--- src/rtl/bitty_core_p.sv ---
// bitty_core_p: parametrised multi-cycle Bitty execution core.
// Each instruction goes FETCH -> EXEC -> (MEM) -> WB. It accepts 16-bit
// instructions over a valid/ready handshake, keeps a program counter with
// conditional branches, and talks to memory through a req/ack port.
module bitty_core_p #(
    parameter int DATA_W = 16,
    parameter int ADDR_W = 8,
    parameter int PC_W   = 8
) (
    input  logic              clk,
    input  logic              reset,
    input  logic [15:0]       instr,
    input  logic              instr_valid,
    output logic              instr_ready,
    output logic [PC_W-1:0]   pc,
    output logic              mem_req,
    output logic              mem_we,
    output logic [ADDR_W-1:0] mem_addr,
    output logic [DATA_W-1:0] mem_wdata,
    input  logic [DATA_W-1:0] mem_rdata,
    input  logic              mem_ack,
    output logic [DATA_W-1:0] d_out,
    output logic              done
);

    localparam int SH_W = $clog2(DATA_W);

    typedef enum logic [1:0] {
        FETCH = 2'd0,
        EXEC  = 2'd1,
        MEM   = 2'd2,
        WB    = 2'd3
    } state_t;

    state_t state;
    state_t state_next;

    // Architectural and pipeline-holding state
    logic [DATA_W-1:0] regs [8];
    logic [15:0]       instr_q;
    logic [DATA_W-1:0] a_q;
    logic [DATA_W-1:0] b_q;
    logic [DATA_W-1:0] result_q;
    logic [PC_W-1:0]   pc_next_q;

    // Fields decoded from the latched instruction
    logic [2:0] rx_q;
    logic [7:0] imm8_q;
    logic [2:0] sel_q;
    logic [1:0] fmt_q;

    // Combinational datapath values
    logic              accept;
    logic [DATA_W-1:0] alu_b;
    logic [DATA_W-1:0] alu_y;
    logic              taken;
    logic [PC_W-1:0]   imm_sext;
    logic              is_store;
    logic              writes_reg;

    assign rx_q   = instr_q[15:13];
    assign imm8_q = instr_q[12:5];
    assign sel_q  = instr_q[4:2];
    assign fmt_q  = instr_q[1:0];

    assign accept     = instr_valid && (state == FETCH);
    assign imm_sext   = PC_W'($signed(imm8_q));
    assign is_store   = (fmt_q == 2'd3) && sel_q[0];
    assign writes_reg = (fmt_q != 2'd2) && !is_store;

    // State register; reset returns to FETCH from anywhere, even mid-memory access
    always_ff @(posedge clk or posedge reset) begin
        if (reset) begin
            state <= FETCH;
        end else begin
            state <= state_next;
        end
    end

    // Next-state logic and the state-decoded handshake/memory outputs
    always_comb begin
        state_next  = state;
        instr_ready = 1'b0;
        mem_req     = 1'b0;
        mem_we      = 1'b0;
        mem_addr    = '0;
        mem_wdata   = '0;
        done        = 1'b0;
        case (state)
            FETCH: begin
                instr_ready = 1'b1;
                if (instr_valid) begin
                    state_next = EXEC;
                end
            end
            EXEC: begin
                if (fmt_q == 2'd3) begin
                    state_next = MEM;
                end else begin
                    state_next = WB;
                end
            end
            MEM: begin
                mem_req   = 1'b1;
                mem_we    = sel_q[0];
                mem_addr  = b_q[ADDR_W-1:0];
                mem_wdata = a_q;
                if (mem_ack) begin
                    state_next = WB;
                end
            end
            WB: begin
                done       = 1'b1;
                state_next = FETCH;
            end
            default: begin
                state_next = FETCH;
            end
        endcase
    end

    // ALU: second operand is Ry for register format, zero-extended imm8 otherwise
    always_comb begin
        alu_b = (fmt_q == 2'd1) ? DATA_W'(imm8_q) : b_q;
        alu_y = '0;
        case (sel_q)
            3'd0: alu_y = a_q + alu_b;
            3'd1: alu_y = a_q - alu_b;
            3'd2: alu_y = a_q & alu_b;
            3'd3: alu_y = a_q | alu_b;
            3'd4: alu_y = a_q ^ alu_b;
            3'd5: alu_y = a_q << alu_b[SH_W-1:0];
            3'd6: alu_y = a_q >> alu_b[SH_W-1:0];
            3'd7: alu_y = {{(DATA_W-1){1'b0}}, (a_q < alu_b)};
            default: alu_y = '0;
        endcase
    end

    // Branch condition evaluated on the latched Rx value
    always_comb begin
        taken = 1'b0;
        case (sel_q)
            3'd0: taken = 1'b1;
            3'd1: taken = (a_q == '0);
            3'd2: taken = (a_q != '0);
            3'd3: taken = a_q[DATA_W-1];
            default: taken = 1'b0;
        endcase
    end

    // Datapath: latch on accept, compute in EXEC, capture load data on ack, commit in WB
    always_ff @(posedge clk or posedge reset) begin
        if (reset) begin
            for (int i = 0; i < 8; i++) begin
                regs[i] <= '0;
            end
            instr_q   <= '0;
            a_q       <= '0;
            b_q       <= '0;
            result_q  <= '0;
            pc_next_q <= '0;
            pc        <= '0;
            d_out     <= '0;
        end else begin
            case (state)
                FETCH: begin
                    if (accept) begin
                        instr_q <= instr;
                        a_q     <= regs[instr[15:13]];
                        b_q     <= regs[instr[12:10]];
                    end
                end
                EXEC: begin
                    if (fmt_q == 2'd3) begin
                        result_q <= a_q;
                    end else begin
                        result_q <= alu_y;
                    end
                    if ((fmt_q == 2'd2) && taken) begin
                        pc_next_q <= pc + imm_sext;
                    end else begin
                        pc_next_q <= pc + PC_W'(1);
                    end
                end
                MEM: begin
                    if (mem_ack && !sel_q[0]) begin
                        result_q <= mem_rdata;
                    end
                end
                WB: begin
                    pc <= pc_next_q;
                    if (fmt_q != 2'd2) begin
                        d_out <= result_q;
                    end
                    if (writes_reg) begin
                        regs[rx_q] <= result_q;
                    end
                end
                default: begin
                end
            endcase
        end
    end

endmodule

--- config.mk ---
export PLATFORM = sky130hd
export DESIGN_NAME = bitty_core_p
export DESIGN_NICKNAME = d
export VERILOG_FILES = /design/src/rtl/bitty_core_p.sv
export SDC_FILE = /design/constraint.sdc
export NUM_CORES = 1
export LEC_CHECK = 0
export BUFFER_PORTS_ARGS = -buffer_cell sky130_fd_sc_hd__buf_2
export CAP_MARGIN = 10
export CORE_ASPECT_RATIO = 0.5
export CORE_MARGIN = 5
export CORE_UTILIZATION = 60
export DETAILED_ROUTE_END_ITERATION = 10
export GPL_TIMING_DRIVEN = 0
export PLACE_DENSITY = 0.79
export SYNTH_ARGS = -nofsm -noshare
export SYNTH_HDL_FRONTEND = slang
export SYNTH_SLANG_ARGS = --single-unit
--- constraint.sdc ---
create_clock -name clk -period 9.8 [get_ports clk]
set_clock_uncertainty 0.2 [all_clocks]
set_input_delay 0.98 -clock clk [delete_from_list [all_inputs] [get_ports clk]]
set_output_delay 0.98 -clock clk [all_outputs]
set_load 0.005 [all_outputs]
==> reports/summary.md <==
- I/O pin count: 88
- least setup slack across all paths after layout: 4.370 ns
- design area: 16520 sq um
- area of the multi-input gates: 8611 sq um
- most numerous cell in the Yosys netlist: sky130_fd_sc_hd__dfrtp_1
- transition time at the pin with the least slew margin: 1.269 ns
- standard cell area after detailed placement: 15840 sq um
- number of antenna violations at the first check in global routing: 3
- number of iterations in the first detailed-routing pass: 8
- number of buffers inserted by port buffering: 81
- share of the core filled with cells: 68.05%
- leak pwr: 7.484 nW
- EDFF count, synth: 0
- clock root buffer: sky130_fd_sc_hd__clkbuf_16
- Die Width: 233.4 um
- area grow syn2layout: 10.35%
- htree depth: 1
- part of the Yosys area used for sequential elements: 37.78%
- combined global-route utilization of all metal layers: 36.18%
- Clk Latency, worst-skew pair: 0.55 ns
- cell seen most often among critical-path stages: sky130_fd_sc_hd__a211oi_1
- # setup viols final: 0
- total of cells resized after clock tree synthesis: 0
- routability cong.: 1.088
- number of standard-cell rows in the floorplan: 40
- sinks on the clock net: 226
- worst-path cell chain: nor2b_2, buf_6, mux2i_1, inv_1, buf_1, clkbuf_1, ha_1, a211oi_1, o221ai_1, a211oi_1, xor2_1, a2111oi_0, o21ai_1
- outcome: complete, no violations
- Post-layout nets: 1592
- DRC violation total after the first TritonRoute iteration: 1993
- total wire length after detailed routing: 51.00 mm
- largest stage delay on the critical path: 0.95 ns
- WS Path Type: register to register
- vias after detailed routing: 12690
- worst setup slack before clock tree synthesis: 4.559 ns
- number of max-slew violations in the final report: 0
- half-perimeter wire length after detailed placement: 38.07 mm
- Setup crit start kind: register
- number of nets produced by synthesis: 1486
- Yosys reg bits: 226
- Routed Antenna Nets: 0
- worst vdd rail ir drop: 0.0001905 V
- Post-CTS Hold Buffers: 0
- commonest register cell after synthesis: sky130_fd_sc_hd__dfrtp_1
- vias in the first global route: 12490
- ratio of final minimum period to clock period: 55.41%
- setup repair after global routing missed its margin: false
- total standard cell area after synthesis: 14970 sq um
- clk slew on worst S/H paths: 0.07 ns
- Via density: 6.873
- commonest cells in the synthesized netlist: sky130_fd_sc_hd__dfrtp_1 (226), sky130_fd_sc_hd__mux2_2 (182), sky130_fd_sc_hd__nand2_1 (119)
- maximum clock path buffer count: 3
- total of fill cells in the finished design: 1834
- area of all sequential standard cells: 5655 sq um
- share of async-settable or async-resettable flops after synthesis: 100.0%
- wire length of the first global-routing pass: 77.71 mm
- largest fanout on the critical path: 10
- Crit path required time: 9.96 ns
- top area cells in the synthesized netlist: sky130_fd_sc_hd__dfrtp_1 (38%), sky130_fd_sc_hd__mux2_2 (14%), sky130_fd_sc_hd__mux4_2 (11%)
- Slew Limit Headroom: 14.78%
- # Max-Cap Violations: 0
- drt wl/cell: 27.61 um
- CP endpoint kind: register
- type of the tightest min-delay check: register to register
- Gate Count Post-Synth: 1393
- total of warnings raised by yosys: 0
- overall die area: 28400 sq um
- vertical extent of the die: 121.7 um
- number of hold violations in the final report: 0
- number of DRC violations after detailed routing: 0
- mean area per synthesized cell: 10.75 sq um
- fin crit period: 5.430 ns
- P per Cell Area: 377.3 nW/um^2
- proportion of netlist area held by the largest area contributor: 37.78%
- achievable clock frequency: 0.1842 GHz
- Slowest cell on crit path: sky130_fd_sc_hd__a2111oi_0
- Setup Total Neg Slack: 0 ns
- count of distinct cell types in the synthesized netlist: 74
- most area-hungry cell type in the Yosys netlist: sky130_fd_sc_hd__dfrtp_1
- share of cells above drive strength 1: 26.56%
- worst hold slack after final layout: 0.2898 ns
- TritonCTS clock tree: done
- pin count of the biggest net entering global routing: 132
- total core area: 24270 sq um
- number of buffers added by the clock tree synthesis step: 21
- endpoint arrival time on the critical path: 5.59 ns
- Post-CTS Setup Repair Bufs: 0
- starting utilization of the core area: 61.67%
- global-route congestion overflow total: 0
worst paths after layout:
check	start	to	slack [ns]	depth (start not counted)
setup / recovery	instr_q[0]$_DFFE_PP0P_	result_q[8]$_DFFE_PP0P_	4.37	13
hold / removal	b_q[11]$_DFFE_PP0P_	b_q[11]$_DFFE_PP0P_	0.29	2
setup reg to reg	instr_q[0]$_DFFE_PP0P_	result_q[8]$_DFFE_PP0P_	4.37	13
hold reg to reg	b_q[11]$_DFFE_PP0P_	b_q[11]$_DFFE_PP0P_	0.29	2
max in group asynchronous	reset	pc_next_q[3]$_DFFE_PP0P_	7.93	3
min in group asynchronous	reset	result_q[13]$_DFFE_PP0P_	0.37	2
final cells by class:
class	count	area share, %
clock inverters	6	0.4469
inverters	58	1.409
repair buffers	83	2.651
clock buffers	28	3.643
flip-flops and latches	226	34.24
plain buffers	116	2.924
multi-input cells	993	52.13
diodes	1	0.01515
well taps	336	2.545
cell families after synthesis:
logic type | synth area share [%]
AO/OA/AOI/OAI | 12.20
XOR/XNOR | 1.404
adder cells (fa/ha/maj) | 4.931
buffers and inverters | 4.731
flip-flops | 37.78
multiplexers | 29.56
AND/OR/NAND/NOR | 9.395
critical path: cells and delay by family (launching register included):
family	cells	cell delay, ns
buffers and inverters	4	1.01
xor gates and xnor gates	1	0.13
DFF	1	0.50
muxes	1	0.26
and+or+nand+nor	1	0.22
AOI/OAI and AO/OA	5	2.56
adders and majority gates	1	0.39
layer usage:
layer / vias to the layer above / part of all wire (%) / track usage (%)
li1: 5336 / - / -
met1: 6431 / 42 / 53.39
met2: 794 / 44 / 54.41
met3: 127 / 11 / 8.407
met4: 6 / 2.8 / 9.857
met5: - / 0.080 / 0
placed cells by master (no fill, tap or decap), types with 6 or more instances in the layout:
cell type,instances
sky130_fd_sc_hd__nand3_1,8
sky130_fd_sc_hd__clkbuf_1,83
sky130_fd_sc_hd__a31oi_1,7
sky130_fd_sc_hd__a21o_1,10
sky130_fd_sc_hd__mux4_2,75
sky130_fd_sc_hd__ha_1,55
sky130_fd_sc_hd__xnor2_1,18
sky130_fd_sc_hd__a221oi_1,9
sky130_fd_sc_hd__nand2_1,119
sky130_fd_sc_hd__nand2b_1,13
sky130_fd_sc_hd__clkbuf_16,21
sky130_fd_sc_hd__a2111oi_0,6
sky130_fd_sc_hd__dfrtp_1,226
sky130_fd_sc_hd__buf_2,89
sky130_fd_sc_hd__o21bai_1,6
sky130_fd_sc_hd__o211ai_1,8
sky130_fd_sc_hd__a211oi_1,9
sky130_fd_sc_hd__and2_1,18
sky130_fd_sc_hd__o22ai_1,12
sky130_fd_sc_hd__mux2i_1,62
sky130_fd_sc_hd__xor2_1,6
sky130_fd_sc_hd__nor2b_1,6
sky130_fd_sc_hd__nor3_1,19
sky130_fd_sc_hd__o31ai_1,10
sky130_fd_sc_hd__nor2_1,79
sky130_fd_sc_hd__a22oi_1,7
sky130_fd_sc_hd__mux2_2,182
sky130_fd_sc_hd__or3_1,6
sky130_fd_sc_hd__and3_1,7
sky130_fd_sc_hd__o21ai_0,65
sky130_fd_sc_hd__inv_1,56
sky130_fd_sc_hd__buf_1,24
sky130_fd_sc_hd__nor4_1,8
sky130_fd_sc_hd__a21oi_1,82
sky130_fd_sc_hd__o221ai_1,12
power breakdown:
part           internal (mW)  total [mW]  leakage (nW)  switching [mW]
sequential              1.31        1.65          2.96           0.339
clock                  0.461       0.839         0.332           0.378
combinational           1.47        3.75          4.19            2.28
registers in the layout (all words and copies together) (netlist names), 8 cells and up:
| name | cells |
|---|---|
| b_q | 16 |
| a_q | 16 |
| d_out | 16 |
| pc | 8 |
| regs | 128 |
| instr_q | 16 |
| result_q | 16 |
| pc_next_q | 8 |
metrics by stage:
stage | total power [mW] | cells
after global routing | 6.516 | 1846
final | 6.233 | 1847
after CTS | 6.077 | 1846
after global placement | 5.119 | 1810
after floorplan | 4.031 | 1393
after detailed placement | 5.218 | 1812
Power figures use the tool's default switching activity.
